### src/rtl/hub75_scan_driver.sv
// HUB75 panel scan driver: reads the framebuffer two half-panel rows at a time,
// shifts one BCM bit plane per pass, latches it, then shows it for BASE_TICKS<<plane cycles.
module hub75_scan_driver #(
  parameter int COLS       = 32,
  parameter int ROWS       = 16,
  parameter int PWM_BITS   = 4,
  parameter int BASE_TICKS = 8,
  parameter int ADDR_WIDTH = $clog2(ROWS*COLS),
  parameter int DATA_WIDTH = 3*PWM_BITS,
  parameter int ROW_WIDTH  = (ROWS > 2) ? $clog2(ROWS/2) : 1
) (
  input  logic                  clk,
  input  logic                  rst_n,
  input  logic                  enable,
  output logic [ADDR_WIDTH-1:0] ram_addr,
  input  logic [DATA_WIDTH-1:0] ram_dout,
  output logic                  hub_r1,
  output logic                  hub_g1,
  output logic                  hub_b1,
  output logic                  hub_r2,
  output logic                  hub_g2,
  output logic                  hub_b2,
  output logic                  hub_clk,
  output logic                  hub_lat,
  output logic                  hub_oe_n,
  output logic [ROW_WIDTH-1:0]  hub_row,
  output logic                  frame_done,
  output logic                  busy
);

  localparam int COL_W  = (COLS > 1) ? $clog2(COLS) : 1;
  localparam int PL_W   = (PWM_BITS > 1) ? $clog2(PWM_BITS) : 1;
  localparam int DISP_W = $clog2(BASE_TICKS << (PWM_BITS-1)) + 1;

  localparam logic [COL_W-1:0]     COL_LAST   = COL_W'(COLS-1);
  localparam logic [ROW_WIDTH-1:0] ROW_LAST   = ROW_WIDTH'(ROWS/2-1);
  localparam logic [PL_W-1:0]      PLANE_LAST = PL_W'(PWM_BITS-1);

  typedef enum logic [2:0] {
    IDLE, FETCH_TOP, FETCH_BOT, SETUP, CLK_HI, LATCH, DISPLAY
  } state_t;

  state_t                state, state_nxt;
  logic [ROW_WIDTH-1:0]  row, row_nxt;
  logic [PL_W-1:0]       plane, plane_nxt;
  logic [COL_W-1:0]      col, col_nxt;
  logic [DISP_W-1:0]     disp, disp_nxt, disp_load;
  logic                  stop_req, stopping;
  logic [DATA_WIDTH-1:0] top_word;

  logic [ADDR_WIDTH-1:0] addr_nxt;
  logic                  clk_nxt, lat_nxt, oe_n_nxt, done_nxt;

  logic [PWM_BITS-1:0] top_r, top_g, top_b, bot_r, bot_g, bot_b;

  assign top_r = top_word[3*PWM_BITS-1 -: PWM_BITS];
  assign top_g = top_word[2*PWM_BITS-1 -: PWM_BITS];
  assign top_b = top_word[PWM_BITS-1   -: PWM_BITS];
  assign bot_r = ram_dout[3*PWM_BITS-1 -: PWM_BITS];
  assign bot_g = ram_dout[2*PWM_BITS-1 -: PWM_BITS];
  assign bot_b = ram_dout[PWM_BITS-1   -: PWM_BITS];

  assign disp_load = DISP_W'((BASE_TICKS << plane) - 1);
  // A stop request only takes effect once the current row-plane has been displayed.
  assign stopping  = stop_req | ~enable;
  assign busy      = (state != IDLE);

  function automatic logic [ADDR_WIDTH-1:0] pix_addr(input logic [ROW_WIDTH-1:0] r,
                                                     input logic [COL_W-1:0] c,
                                                     input logic bottom);
    int a;
    a = (int'(r) + (bottom ? ROWS/2 : 0)) * COLS + int'(c);
    return ADDR_WIDTH'(a);
  endfunction

  always_ff @(posedge clk or negedge rst_n) begin
    if (!rst_n) begin
      state    <= IDLE;
      row      <= '0;
      plane    <= '0;
      col      <= '0;
      disp     <= '0;
      stop_req <= 1'b0;
    end else begin
      state <= state_nxt;
      row   <= row_nxt;
      plane <= plane_nxt;
      col   <= col_nxt;
      disp  <= disp_nxt;
      if (state == IDLE)
        stop_req <= 1'b0;
      else if (!enable)
        stop_req <= 1'b1;
    end
  end

  always_comb begin
    state_nxt = state;
    row_nxt   = row;
    plane_nxt = plane;
    col_nxt   = col;
    disp_nxt  = disp;
    case (state)
      IDLE: begin
        row_nxt   = '0;
        plane_nxt = '0;
        col_nxt   = '0;
        disp_nxt  = '0;
        if (enable) state_nxt = FETCH_TOP;
      end
      FETCH_TOP: state_nxt = FETCH_BOT;
      FETCH_BOT: state_nxt = SETUP;
      SETUP:     state_nxt = CLK_HI;
      CLK_HI: begin
        if (col != COL_LAST) begin
          col_nxt   = col + 1'b1;
          state_nxt = FETCH_TOP;
        end else begin
          state_nxt = LATCH;
        end
      end
      LATCH: begin
        col_nxt   = '0;
        disp_nxt  = disp_load;
        state_nxt = DISPLAY;
      end
      DISPLAY: begin
        if (disp != '0) begin
          disp_nxt = disp - 1'b1;
        end else begin
          if (plane != PLANE_LAST) begin
            plane_nxt = plane + 1'b1;
          end else begin
            plane_nxt = '0;
            row_nxt   = (row != ROW_LAST) ? row + 1'b1 : '0;
          end
          state_nxt = FETCH_TOP;
          if (stopping) begin
            state_nxt = IDLE;
            row_nxt   = '0;
            plane_nxt = '0;
          end
        end
      end
      default: state_nxt = IDLE;
    endcase
  end

  // Panel-side values are computed for the upcoming state so the outputs can be registered.
  always_comb begin
    addr_nxt = ram_addr;
    case (state_nxt)
      FETCH_TOP: addr_nxt = pix_addr(row_nxt, col_nxt, 1'b0);
      FETCH_BOT: addr_nxt = pix_addr(row_nxt, col_nxt, 1'b1);
      default:   addr_nxt = ram_addr;
    endcase
    clk_nxt  = (state_nxt == CLK_HI);
    lat_nxt  = (state_nxt == LATCH);
    oe_n_nxt = (state_nxt != DISPLAY);
    done_nxt = (state == DISPLAY) && (disp == '0) && (plane == PLANE_LAST) && (row == ROW_LAST);
  end

  always_ff @(posedge clk or negedge rst_n) begin
    if (!rst_n) begin
      ram_addr   <= '0;
      top_word   <= '0;
      hub_r1     <= 1'b0;
      hub_g1     <= 1'b0;
      hub_b1     <= 1'b0;
      hub_r2     <= 1'b0;
      hub_g2     <= 1'b0;
      hub_b2     <= 1'b0;
      hub_clk    <= 1'b0;
      hub_lat    <= 1'b0;
      hub_oe_n   <= 1'b1;
      hub_row    <= '0;
      frame_done <= 1'b0;
    end else begin
      ram_addr   <= addr_nxt;
      hub_clk    <= clk_nxt;
      hub_lat    <= lat_nxt;
      hub_oe_n   <= oe_n_nxt;
      frame_done <= done_nxt;
      if (state == FETCH_BOT)
        top_word <= ram_dout;
      // The bottom word arrives during SETUP and goes straight into the lower-half bits.
      if (state == SETUP) begin
        hub_r1 <= top_r[plane];
        hub_g1 <= top_g[plane];
        hub_b1 <= top_b[plane];
        hub_r2 <= bot_r[plane];
        hub_g2 <= bot_g[plane];
        hub_b2 <= bot_b[plane];
      end
      if (state == LATCH)
        hub_row <= row;
    end
  end

endmodule

### config.mk
export PLATFORM = sky130hd
export DESIGN_NAME = hub75_scan_driver
export DESIGN_NICKNAME = d
export VERILOG_FILES = /design/src/rtl/hub75_scan_driver.sv
export SDC_FILE = /design/constraint.sdc
export NUM_CORES = 1
export LEC_CHECK = 0
export BUFFER_PORTS_ARGS = -buffer_cell sky130_fd_sc_hd__buf_2
export CORE_MARGIN = 8
export CORE_UTILIZATION = 42
export DETAILED_ROUTE_END_ITERATION = 7
export PLACE_DENSITY = 0.67
export SETUP_SLACK_MARGIN = 0.1
export SLEW_MARGIN = 20
export SYNTH_ARGS = -nofsm -noshare
export SYNTH_HDL_FRONTEND = slang
export SYNTH_SLANG_ARGS = --single-unit
### constraint.sdc
create_clock -name clk -period 2 [get_ports clk]
set_input_delay 0.2 -clock clk [delete_from_list [all_inputs] [get_ports clk]]
set_output_delay 0.2 -clock clk [all_outputs]
set_load 0.02 [all_outputs]
### After elaboration in Yosys (flattened, before gate mapping)

Cells that the tools add are included.

| word-level totals | value |
|---|---|
| flip-flop bits (word level) | 55 |
| output and inout bits | 23 |
| logic and storage cells | 96 |

| operators by class | value |
|---|---|
| $add $sub $neg | 8 |
| magnitude comparators | 1 |
| equal/unequal tests | 19 |
| shift operators | 1 |
| mux-type cells | 33 |
| bitwise operators | 2 |
| reductions and logical operators | 13 |

Operator list:

| cell | number |
|---|---|
| $mux 3 | 7 |
| $pmux 3 s7 | 1 |
| $pmux 7 s3 | 1 |
| $eq 3x3->1 const B | 6 |
| $pmux 9 s2 | 1 |
| $bmux 1 s2 | 6 |
| $pmux 5 s2 | 1 |
| $add 8x5->9 | 1 |
| $add 9x5->9 | 1 |
| $eq 3x2->1 const B | 3 |
| $mux 1 | 9 |
| $logic_not 7->1 | 1 |
| $mux 7 | 1 |
| $reduce_bool 7->1 | 1 |
| $shl 4x2->7 const A | 1 |
| $sub 7x1->7 const B | 1 |
| $sub 7x2->7 const B | 1 |
| $eq 3x1->1 const B | 2 |
| $mux 2 | 3 |
| $ne 2x2->1 const B | 3 |
| $ne 3x3->1 const B | 2 |
| $pmux 3 s2 | 1 |
| $reduce_bool 3->1 | 2 |
| $add 5x1->5 const B | 1 |
| other kinds (16) | 20 |

### Logic depth before layout (Yosys ltp)

Gate-level depths: netlist of run 1.

| depth | value |
|---|---|
| depth after elaboration | 9 |
| mapped depth | 7 |
| mapped depth without buffers | 6 |

### Least setup slack after synthesis of run 1

OpenSTA, ideal clock, no wires.

| timing | value |
|---|---|
| kind | reg2reg |
| from | register disp[0] |
| to | register ram_addr[0] |
| library setup time | 0.125 ns |
| arrival time | 1.705 ns |
| required time | 1.875 ns |
| setup slack | 0.170 ns |
| stages on the path, launching flop included | 8 |
| path buffers | 1 |
| clock period less this slack | 1.830 ns |
| cells stage by stage | dfrtp_1 inv_1 ha_1 nor4b_1 a31o_1 a21o_1 buf_6 mux2_4 |

| between the ends | value |
|---|---|
| word-level cells in the longest chain between the ends | 5 |
| elaborated cells between the ends (all ways) | 7 |

RTL lines:

| what | line | RTL |
|---|---|---|
| start, declared | 47 | `logic [DISP_W-1:0] disp, disp_nxt, disp_load;` |
| start signal, assigned | 89 | `disp <= disp_nxt;` |
| $reduce_bool 7->1 * | 128 | `if (disp != '0) begin` |
| $mux 3 * | 128 |  |
| $pmux 3 s7 * | 103 | `case (state)` |
| $eq 3x2->1 or $eq 3x1->1 (tied branches) | 152 | `case (state_nxt)` |
| $pmux 9 s2 or $reduce_bool 2->1 (tied branches) | - |  |
| end signal, assigned | 179 | `ram_addr <= addr_nxt;` |
| end, declared | 15 | `output logic [ADDR_WIDTH-1:0] ram_addr,` |

Mark *: on every way between the ends. The rest lies on a longest branch, timed or not.
A chain may end at the register's enable or synchronous reset.

### Final worst setup path of run 1

| timing | value |
|---|---|
| from | register col[0] |
| to | register ram_addr[0] |

| between the ends | value |
|---|---|
| word-level cells in the longest chain between the ends | 5 |
| elaborated cells between the ends (all ways) | 12 |

RTL lines:

| what | line | RTL |
|---|---|---|
| start, declared | 46 | `logic [COL_W-1:0] col, col_nxt;` |
| start signal, assigned | 88 | `col <= col_nxt;` |
| $add 5x1->5 or $ne 5x5->1 (tied branches) | 116, 115 |  |
| $mux 5 or $mux 3 (tied branches) | 115 | `if (col != COL_LAST) begin` |
| $pmux 5 s2 or $pmux 3 s7 (tied branches) | 103 |  |
| $add 9x5->9 (tied with other cells) | 72 | `a = (int'(r) + (bottom ? ROWS/2 : 0)) * COLS + int'(c);` |
| $pmux 9 s2 or $reduce_bool 2->1 (tied branches) | - |  |

Several ways; a longest one is shown, not always the timed one.

==> results of run 1 <==
==> kinds of logic after synthesis <==
kind of cell,count (synthesis),share of synthesized area
AOI/OAI and AO/OA,49,0.1338
xor gates and xnor gates,3,0.009245
muxes,33,0.1598
adders and majority gates,9,0.03961
and+or+nand+nor,73,0.1400
buffers and inverters,20,0.03301
DFF,55,0.4846
==> what timing repair did <==
item,CTS,global route
gates resized for setup,1,4
setup endpoints to repair,5,6
setup buffers,0,0
hold endpoints to repair,20,0
hold buffers,1,0
==> flip-flops by register name, indices dropped and copies added, names as in the netlist <==
register	count
top_word	12
ram_addr	9
disp	7
col	5
hub_row	3
row	3
state	3
plane	2
frame_done	1
hub_b1	1
hub_b2	1
hub_clk	1
hub_g1	1
hub_g2	1
hub_lat	1
hub_oe_n	1
hub_r1	1
hub_r2	1
stop_req	1
==> cell type report <==
cell class	instances	area share
inverter	9	0.01001
timing repair buffer	58	0.1097
tap	80	0.02965
sequential	55	0.4088
clock buffer	6	0.02150
clock inverter	1	0.008895
multi-input combinational	167	0.4114
==> synthesized netlist by cell type, types with 6 or more instances <==
cell        n
dfrtp_1    54
o22ai_1     6
nor2b_1     6
inv_1       9
nand2_1    21
nand2b_1    6
buf_2       6
ha_1        9
mux2_2     19
o2bb2ai_1   7
mux4_2      6
nand3_1     8
nor2_1     10
==> stage by stage <==
| stage | worst slack (ns) | cell area (um^2) | hold WS, ns |
|---|---|---|---|
| 2_1_floorplan | 0.1696 | 2843 | -0.09559 |
| 3_3_place_gp | 0.1179 | 3243 | 0.2052 |
| 5_1_grt | 0.1297 | 3376 | 0.1333 |
| 4_1_cts | 0.1626 | 3362 | 0.1373 |
| 3_5_place_dp | 0.09256 | 3243 | 0.2166 |
| 6_report | 0.2022 | 3376 | 0.1430 |
==> worst register-to-register path, cell delays in order, from the launching register on <==
cell,delay (ns)
dfrtp_1,0.42
ha_2,0.25
nand4_4,0.09
o221a_4,0.30
a21o_1,0.19
buf_12,0.15
mux2_4,0.30
==> per-layer routing <==
metal  track usage  vias up  part of all wire  routed length, um
met4       0.03778        0             0.013                 81
met2        0.2086       43              0.46               2765
li1              -     1000                 -                  -
met3       0.03556        7             0.044                267
met1        0.1721     1038              0.49               2934
met5             0        -                 0                  0
==> path summary, 6_finish.rpt <==
kind                                    end  slack (ns)  cells after the start
worst max register to register  ram_addr[0]        0.20                      6
max in group asynchronous          state[2]        1.01                      3
worst min-delay path            top_word[6]        0.14                      2
min in group asynchronous           disp[0]        0.40                      2
worst max-delay path            ram_addr[0]        0.20                      6
worst min register to register   hub_row[0]        0.47                      2
==> power by group <==
| part | total, mW | switching, mW | internal, mW |
|---|---|---|---|
| clock | 0.710 | 0.343 | 0.368 |
| sequential | 1.76 | 0.280 | 1.48 |
| combinational | 2.36 | 1.20 | 1.16 |
==> impl_metrics.env, run 1 <==
export IMPL_status="finished, final reports clean"
export IMPL_crit_start="col[0]"
export IMPL_slew_viol_final=0
export IMPL_hold_class="input port to flip-flop"
export IMPL_tightest_slew_ns=0.5315
export IMPL_drive_above_1_share=0.3547
export IMPL_areaGrowthSynthToFinish_pct=18.75
export IMPL_synth_nets=266
export IMPL_post_route_util=0.5052
export IMPL_drtAntennaViolNets=0
export IMPL_end_kind="flip-flop"
export IMPL_crit_type="flip-flop to flip-flop"
export IMPL_num_vias=2088
export IMPL_htreeDepth=2
export IMPL_min_from="ram_dout[6]"
export IMPL_routedWlPerCell_um=16.09
export IMPL_cpPeakStageDelay_ns=0.42
export IMPL_crit_arrival_ns=1.99
export IMPL_tritoncts="built"
export IMPL_layout_common_cells="dfrtp_1 (52), buf_2 (37), nand2_1 (21)"
export IMPL_period_share=0.8989
export IMPL_timing_fmax_ghz=0.5562
export IMPL_cp_required_ns=2.19
export IMPL_min_period_ns=1.798
export IMPL_start_util=0.4255
export IMPL_p_leak_nw=1.578
export IMPL_grt_ovfl_total=0
export IMPL_hold_viol=0
export IMPL_cts_sinks=55
export IMPL_num_antenna_cells=0
export IMPL_final_common_cell="dfrtp_1"
export IMPL_synthFlopType="dfrtp_1"
export IMPL_crit_buf_inv=1
export IMPL_antenna_found_initial=0
export IMPL_ys_warn_count=0
export IMPL_grtUsageTotal=0.1318
export IMPL_n_fill_cell=600
export IMPL_clk_pin_slew_ns=0.09
export IMPL_gp_congestion=0.8366
export IMPL_nNetsFinal=320
export IMPL_ir_worst_vdd_uv=674.2
export IMPL_rows=30
export IMPL_grt_max_degree=35
export IMPL_drt_pass1_iterations=4
export IMPL_maxCapViolations=0
export IMPL_synth_top_area_frac=0.4754
export IMPL_crit_family="compound AO/OA/AOI/OAI gates"
export IMPL_synth_edf_count=0
export IMPL_io_buffers=37
export IMPL_power_density_nw_per_um2=1430
export IMPL_synthArstFlopShare=1.000
export IMPL_slew_headroom=0.6457
export IMPL_slowest_stage="dfrtp_1"
export IMPL_final_cells=376
export IMPL_worst_path_max_fanout=8
export IMPL_netlist_top_cells_area="dfrtp_1 (48%), mux2_2 (7.5%), mux4_2 (4.8%), ha_1 (4.0%), nand2_1 (2.8%)"
export IMPL_drtIter0Drc=143
export IMPL_fin_total_pwr_mw=4.827
export IMPL_syn_area_um2=2843
export IMPL_drc=0
export IMPL_dieArea_um2=9657
export IMPL_clkLatencyLatePin_ns=0.30
export IMPL_cts_root_buffer="clkbuf_8"
export IMPL_yosysTopAreaCell="dfrtp_1"
export IMPL_grt_pass1_wl_mm=10.45
export IMPL_rsz0062_at_grt="no"
export IMPL_finalClockSkew_ns=0.006605
export IMPL_synth_yosys_seq_area_share=0.4846
export IMPL_syn_inst=242
export IMPL_grt_pass1_vias=2211
export IMPL_r2r_start="col[0]"
export IMPL_startpoint_type="flip-flop"
export IMPL_cts_buffers_inserted=5
export IMPL_finalWirelength_mm=6.049
export IMPL_syn_area_per_cell_um2=11.75
export IMPL_path_cells="ha_2 -> nand4_4 -> o221a_4 -> a21o_1 -> buf_12 -> mux2_4"
export IMPL_vias_per_cell=5.553
export IMPL_die_h_um=98.27
export IMPL_dpl_hpwl_mm=4.525
export IMPL_tns_ns=0
export IMPL_io_pins=38
export IMPL_dpl_cell_count=368
export IMPL_yosysUniqueCellTypes=56
export IMPL_clockBufferDepth=2
export IMPL_die_w_um=98.27
export IMPL_final_seq_area_um2=1380
export IMPL_ys_ff_latch=55
export IMPL_finalSetupViolCount=0
export IMPL_multi_input_area_um2=1389
export IMPL_core_area_um2=6681
(Power assumes the default switching activity.)
==> run 2: changes to the inputs <==
GPL_TIMING_DRIVEN = 0   (was default)
MAX_ROUTING_LAYER = met4   (was default)
clock period = 1.9 ns   (was 2 ns; I/O delays follow)
==> impl_metrics.env, run 2 (synthesized netlist as in run 1, its figures left out) <==
export IMPL_status="finished, final reports clean"
export IMPL_grt_ovfl_total=0
export IMPL_drc=0
export IMPL_maxCapViolations=0
export IMPL_io_buffers=37
export IMPL_drive_above_1_share=0.3887
export IMPL_largest_reg_flops=12
export IMPL_finalSetupViolCount=0
export IMPL_gp_congestion=0.8303
export IMPL_fin_total_pwr_mw=5.145
export IMPL_path_cells="ha_4 -> nand4_4 -> o221a_4 -> a21o_1 -> buf_6 -> mux2_4"
export IMPL_crit_type="flip-flop to flip-flop"
export IMPL_slew_viol_final=0
export IMPL_cts_sinks=55
export IMPL_worst_r2r_endpoint="ram_addr[4]"
export IMPL_routedWlPerCell_um=16.23
export IMPL_core_area_um2=6681
export IMPL_post_route_util=0.5148
export IMPL_drtAntennaViolNets=0
export IMPL_min_period_ns=1.751
export IMPL_io_pins=38
export IMPL_clk_pin_slew_ns=0.10
export IMPL_tightest_slew_ns=0.6995
export IMPL_worst_path_max_fanout=6
export IMPL_grt_pass1_wl_mm=10.49
export IMPL_layout_common_cells="dfrtp_1 (53), buf_2 (41), nand2_1 (20)"
export IMPL_finalWirelength_mm=6.183
export IMPL_crit_buf_inv=1
export IMPL_rows=30
export IMPL_areaGrowthSynthToFinish_pct=20.99
export IMPL_r2r_start="col[0]"
export IMPL_num_vias=2113
export IMPL_cts_buffers_inserted=5
export IMPL_cts_root_buffer="clkbuf_8"
export IMPL_holdPathEnd="top_word[10]"
export IMPL_dpl_cell_count=359
export IMPL_cpPeakStageDelay_ns=0.41
export IMPL_reg_top3="top_word: 12 flops, ram_addr: 9 flops, disp: 7 flops"
export IMPL_tns_ns=0
export IMPL_grt_max_degree=56
export IMPL_htreeDepth=2
export IMPL_dpl_hpwl_mm=4.235
export IMPL_dieArea_um2=9657
export IMPL_placed_area_um2=3142
export IMPL_hold_slack_ns=0.1252
export IMPL_drt_pass1_iterations=4
export IMPL_ir_worst_vdd_uv=747.7
export IMPL_grt_pass1_vias=2157
export IMPL_final_common_cell="dfrtp_1"
export IMPL_timing_fmax_ghz=0.5712
export IMPL_startpoint_type="flip-flop"
export IMPL_drtIter0Drc=102
export IMPL_end_kind="flip-flop"
export IMPL_num_antenna_cells=0
export IMPL_p_leak_nw=1.604
export IMPL_hold_class="input port to flip-flop"
export IMPL_start_util=0.4255
export IMPL_period_share=0.9213
export IMPL_nNetsFinal=325
export IMPL_postLayoutCellArea_um2=3440
export IMPL_finalClockSkew_ns=0.008892
export IMPL_grtUsageTotal=0.1339
export IMPL_hold_viol=0
export IMPL_final_cells=381
export IMPL_reg2reg_slack_ns=0.15
export IMPL_slew_headroom=0.5337
export IMPL_crit_family="compound AO/OA/AOI/OAI gates"
export IMPL_ff2ff_path_depth=6
export IMPL_antenna_found_initial=0
export IMPL_crit_arrival_ns=1.95
export IMPL_die_w_um=98.27
export IMPL_min_from="ram_dout[10]"
export IMPL_dp_worst_setup_slack_ns=-0.05533
export IMPL_finalWorstSetupSlack_ns=0.1494
export IMPL_die_h_um=98.27
export IMPL_vias_per_cell=5.546
export IMPL_tritoncts="built"
export IMPL_cp_required_ns=2.10
export IMPL_slowest_stage="dfrtp_1"
export IMPL_rsz0062_at_grt="yes"
export IMPL_clockBufferDepth=2
export IMPL_regMostFlops="top_word"
export IMPL_power_density_nw_per_um2=1496
export IMPL_clkLatencyLatePin_ns=0.31
export IMPL_hold_path_cell_count=2
export IMPL_n_fill_cell=605
[run 2: changes by cell type in the layout (fill, tap and decap cells not counted), sizes merged]
cell    delta
buf        +2
clkbuf     +3
[run 2: worst max path at each step]
stage / cells past startpoint / slack, ns / start / to
5_1_grt: 7 / 0.06 / disp[0] / ram_addr[0]
6_report: 6 / 0.15 / col[0] / ram_addr[4]
3_3_place_gp: 7 / -0.06 / disp[0] / ram_addr[0]
3_5_place_dp: 7 / -0.06 / disp[0] / ram_addr[1]
4_1_cts: 7 / 0.10 / disp[1] / ram_addr[4]
2_1_floorplan: 6 / 0.15 / state[2] / disp[1]
[run 2: cell type report]
type                            instances  area (um^2)  share of cell area
Clock buffer                            6        72.57             0.02110
Timing Repair Buffer                   52        302.8             0.08803
Clock inverter                          1        30.03            0.008730
Tap cell                               80        100.1             0.02910
Multi-Input combinational cell        167         1456              0.4234
Sequential cell                        55         1379              0.4009
Buffer                                 11        65.06             0.01892
Inverter                                9        33.78            0.009822
[run 2: per-layer routing]
metal	GRT usage	part of all wire
met5	-	0
met4	0.02952	0.0078
met3	0.03343	0.041
met2	0.2028	0.46
met1	0.1768	0.49
[run 2: worst reg2reg max path, cell delays in order, from the launching register on]
cell	delay (ns)
dfrtp_1	0.41
ha_4	0.18
nand4_4	0.11
o221a_4	0.32
a21o_1	0.18
buf_6	0.14
mux2_4	0.30
[run 2: repair_timing]
item	4_1_cts	5_1_grt
pin swaps	1	4
hold buffers	1	0
buffers inserted	5	9
setup endpoints to repair	17	26
gates resized for setup	7	16
endpoints found under the hold margin	54	0
[run 2: power by group]
part | leakage (nW) | switching (mW) | internal, mW | total, mW
combinational | 0.848 | 1.36 | 1.22 | 2.58
clock | 0.0513 | 0.373 | 0.387 | 0.760
sequential | 0.704 | 0.252 | 1.55 | 1.81
total | 1.60 | 1.98 | 3.16 | 5.14
==> run 3: changes to the inputs <==
GPL_TIMING_DRIVEN = default   (was 0)
MAX_ROUTING_LAYER = default   (was met4)
==> impl_metrics.env, run 3 (synthesized netlist as in run 1, its figures left out) <==
export IMPL_largest_reg_flops=12
export IMPL_rows=30
export IMPL_areaGrowthSynthToFinish_pct=22.05
export IMPL_dp_worst_setup_slack_ns=0.05863
export IMPL_grt_pass1_vias=2335
export IMPL_period_share=0.9251
export IMPL_grtUsageTotal=0.1355
export IMPL_hold_viol=0
export IMPL_multi_input_area_um2=1421
export IMPL_status="finished, final reports clean"
export IMPL_maxCapViolations=0
export IMPL_endpoint="ram_addr[4]"
export IMPL_finalSetupViolCount=0
export IMPL_nNetsFinal=328
export IMPL_switchingPower_mw=1.982
export IMPL_r2r_start="disp[1]"
export IMPL_drive_above_1_share=0.3902
export IMPL_clk_pin_slew_ns=0.10
export IMPL_startpoint_type="flip-flop"
export IMPL_routedWlPerCell_um=16.23
export IMPL_die_w_um=98.27
export IMPL_timing_fmax_ghz=0.5690
export IMPL_hold_slack_ns=0.1300
export IMPL_num_antenna_cells=0
export IMPL_final_seq_area_um2=1379
export IMPL_postLayoutCellArea_um2=3470
export IMPL_ff2ff_path_depth=7
export IMPL_drt_pass1_iterations=4
export IMPL_final_common_cell="dfrtp_1"
export IMPL_crit_type="flip-flop to flip-flop"
export IMPL_gp_congestion=0.8141
export IMPL_placed_area_um2=3272
export IMPL_finalWirelength_mm=6.250
export IMPL_tns_ns=0
export IMPL_start_util=0.4255
export IMPL_finalWorstSetupSlack_ns=0.1424
export IMPL_comb_power_share=0.497
export IMPL_cts_root_buffer="clkbuf_8"
export IMPL_grt_max_degree=22
export IMPL_drtIter0Drc=182
export IMPL_dpl_hpwl_mm=4.648
export IMPL_worst_r2r_endpoint="ram_addr[4]"
export IMPL_core_area_um2=6681
export IMPL_io_pins=38
export IMPL_p_clk_frac=0.153
export IMPL_antenna_found_initial=0
export IMPL_clockBufferDepth=2
export IMPL_grt_pass1_wl_mm=10.93
export IMPL_hold_class="input port to flip-flop"
export IMPL_slew_headroom=0.6657
export IMPL_ir_worst_vdd_uv=747.1
export IMPL_tightest_slew_ns=0.5015
export IMPL_rsz0062_at_grt="yes"
export IMPL_p_leak_nw=1.632
export IMPL_end_kind="flip-flop"
export IMPL_reg_top3="top_word: 12 flops, ram_addr: 9 flops, disp: 7 flops"
export IMPL_power_density_nw_per_um2=1513
export IMPL_cp_required_ns=2.09
export IMPL_slew_viol_final=0
export IMPL_dpl_cell_count=372
export IMPL_drtAntennaViolNets=0
export IMPL_regMostFlops="top_word"
export IMPL_clkLatencyLatePin_ns=0.31
export IMPL_reg2reg_slack_ns=0.14
export IMPL_die_h_um=98.27
export IMPL_swShare=0.3776
export IMPL_vias_per_cell=5.587
export IMPL_crit_arrival_ns=1.95
export IMPL_cts_sinks=55
export IMPL_cts_buffers_inserted=5
export IMPL_crit_start="disp[1]"
export IMPL_internal_power_mw=3.267
export IMPL_tritoncts="built"
export IMPL_min_period_ns=1.758
export IMPL_io_buffers=37
export IMPL_pwr_share_seq=0.350
export IMPL_dieArea_um2=9657
export IMPL_finalClockSkew_ns=0.01134
export IMPL_num_vias=2151
export IMPL_final_cells=385
export IMPL_grt_ovfl_total=0
export IMPL_layout_common_cells="dfrtp_1 (53), buf_2 (37), buf_4 (27)"
export IMPL_n_fill_cell=598
export IMPL_worst_path_max_fanout=6
export IMPL_htreeDepth=2
export IMPL_drc=0
-- run 3: metal layers --
metal / up-vias / global-route usage / part of all wire
met4: 0 / 0.04014 / 0.011
met2: 63 / 0.2244 / 0.47
met5: - / 0 / 0
li1: 1018 / - / -
met3: 10 / 0.03627 / 0.063
met1: 1060 / 0.1687 / 0.45
-- run 3: final cells by class --
class / count / area share
flip-flops and latches: 55 / 0.3974
clock buffers: 6 / 0.02380
multi-input cells: 167 / 0.4097
clock inverters: 2 / 0.01010
well taps: 80 / 0.02885
repair buffers: 66 / 0.1204
inverters: 9 / 0.009737
-- run 3: worst min path at each step --
| stage | startpoint | end | slack, ns | cells after the start |
|---|---|---|---|---|
| floorplan | rst_n | col[0] | -0.11 | 0 |
| global placement | rst_n | disp[3] | 0.19 | 1 |
| detailed placement | rst_n | disp[0] | 0.20 | 1 |
| CTS | ram_dout[8] | top_word[8] | 0.12 | 2 |
| global route | ram_dout[8] | top_word[8] | 0.12 | 2 |
| finish | ram_dout[11] | top_word[11] | 0.13 | 2 |
-- run 3: per-stage QoR --
step           utilization  power [mW]
2_1_floorplan            -       3.557
3_3_place_gp        0.4897       4.295
3_5_place_dp        0.4897       4.378
4_1_cts             0.5131       5.256
5_1_grt             0.5193       5.601
6_report            0.5193       5.249
-- run 3: what timing repair did --
action | in CTS | in global routing
endpoints found under the setup margin | 5 | 15
hold endpoints to repair | 18 | 0
buffers inserted | 2 | 2
pin swaps | 2 | 1
hold buffers | 1 | 0
resized for setup | 4 | 5
-- run 3: power by group through the flow --
stage               Clock (mW)  Combinational, mW  Sequential (mW)
CTS                      0.828               2.60             1.83
global route             0.868               2.85             1.89
floorplan                    0               1.62             1.94
finish                   0.803               2.61             1.84
global placement             0               2.47             1.83
detailed placement           0               2.53             1.84
-- run 3: critical path: stages, from the launching register on --
cell and delay, ns:
dfrtp_1 0.42, inv_2 0.09, ha_4 0.13, nor4b_4 0.20, a31o_1 0.20, a21o_1 0.16, buf_12 0.13, mux2_4 0.30
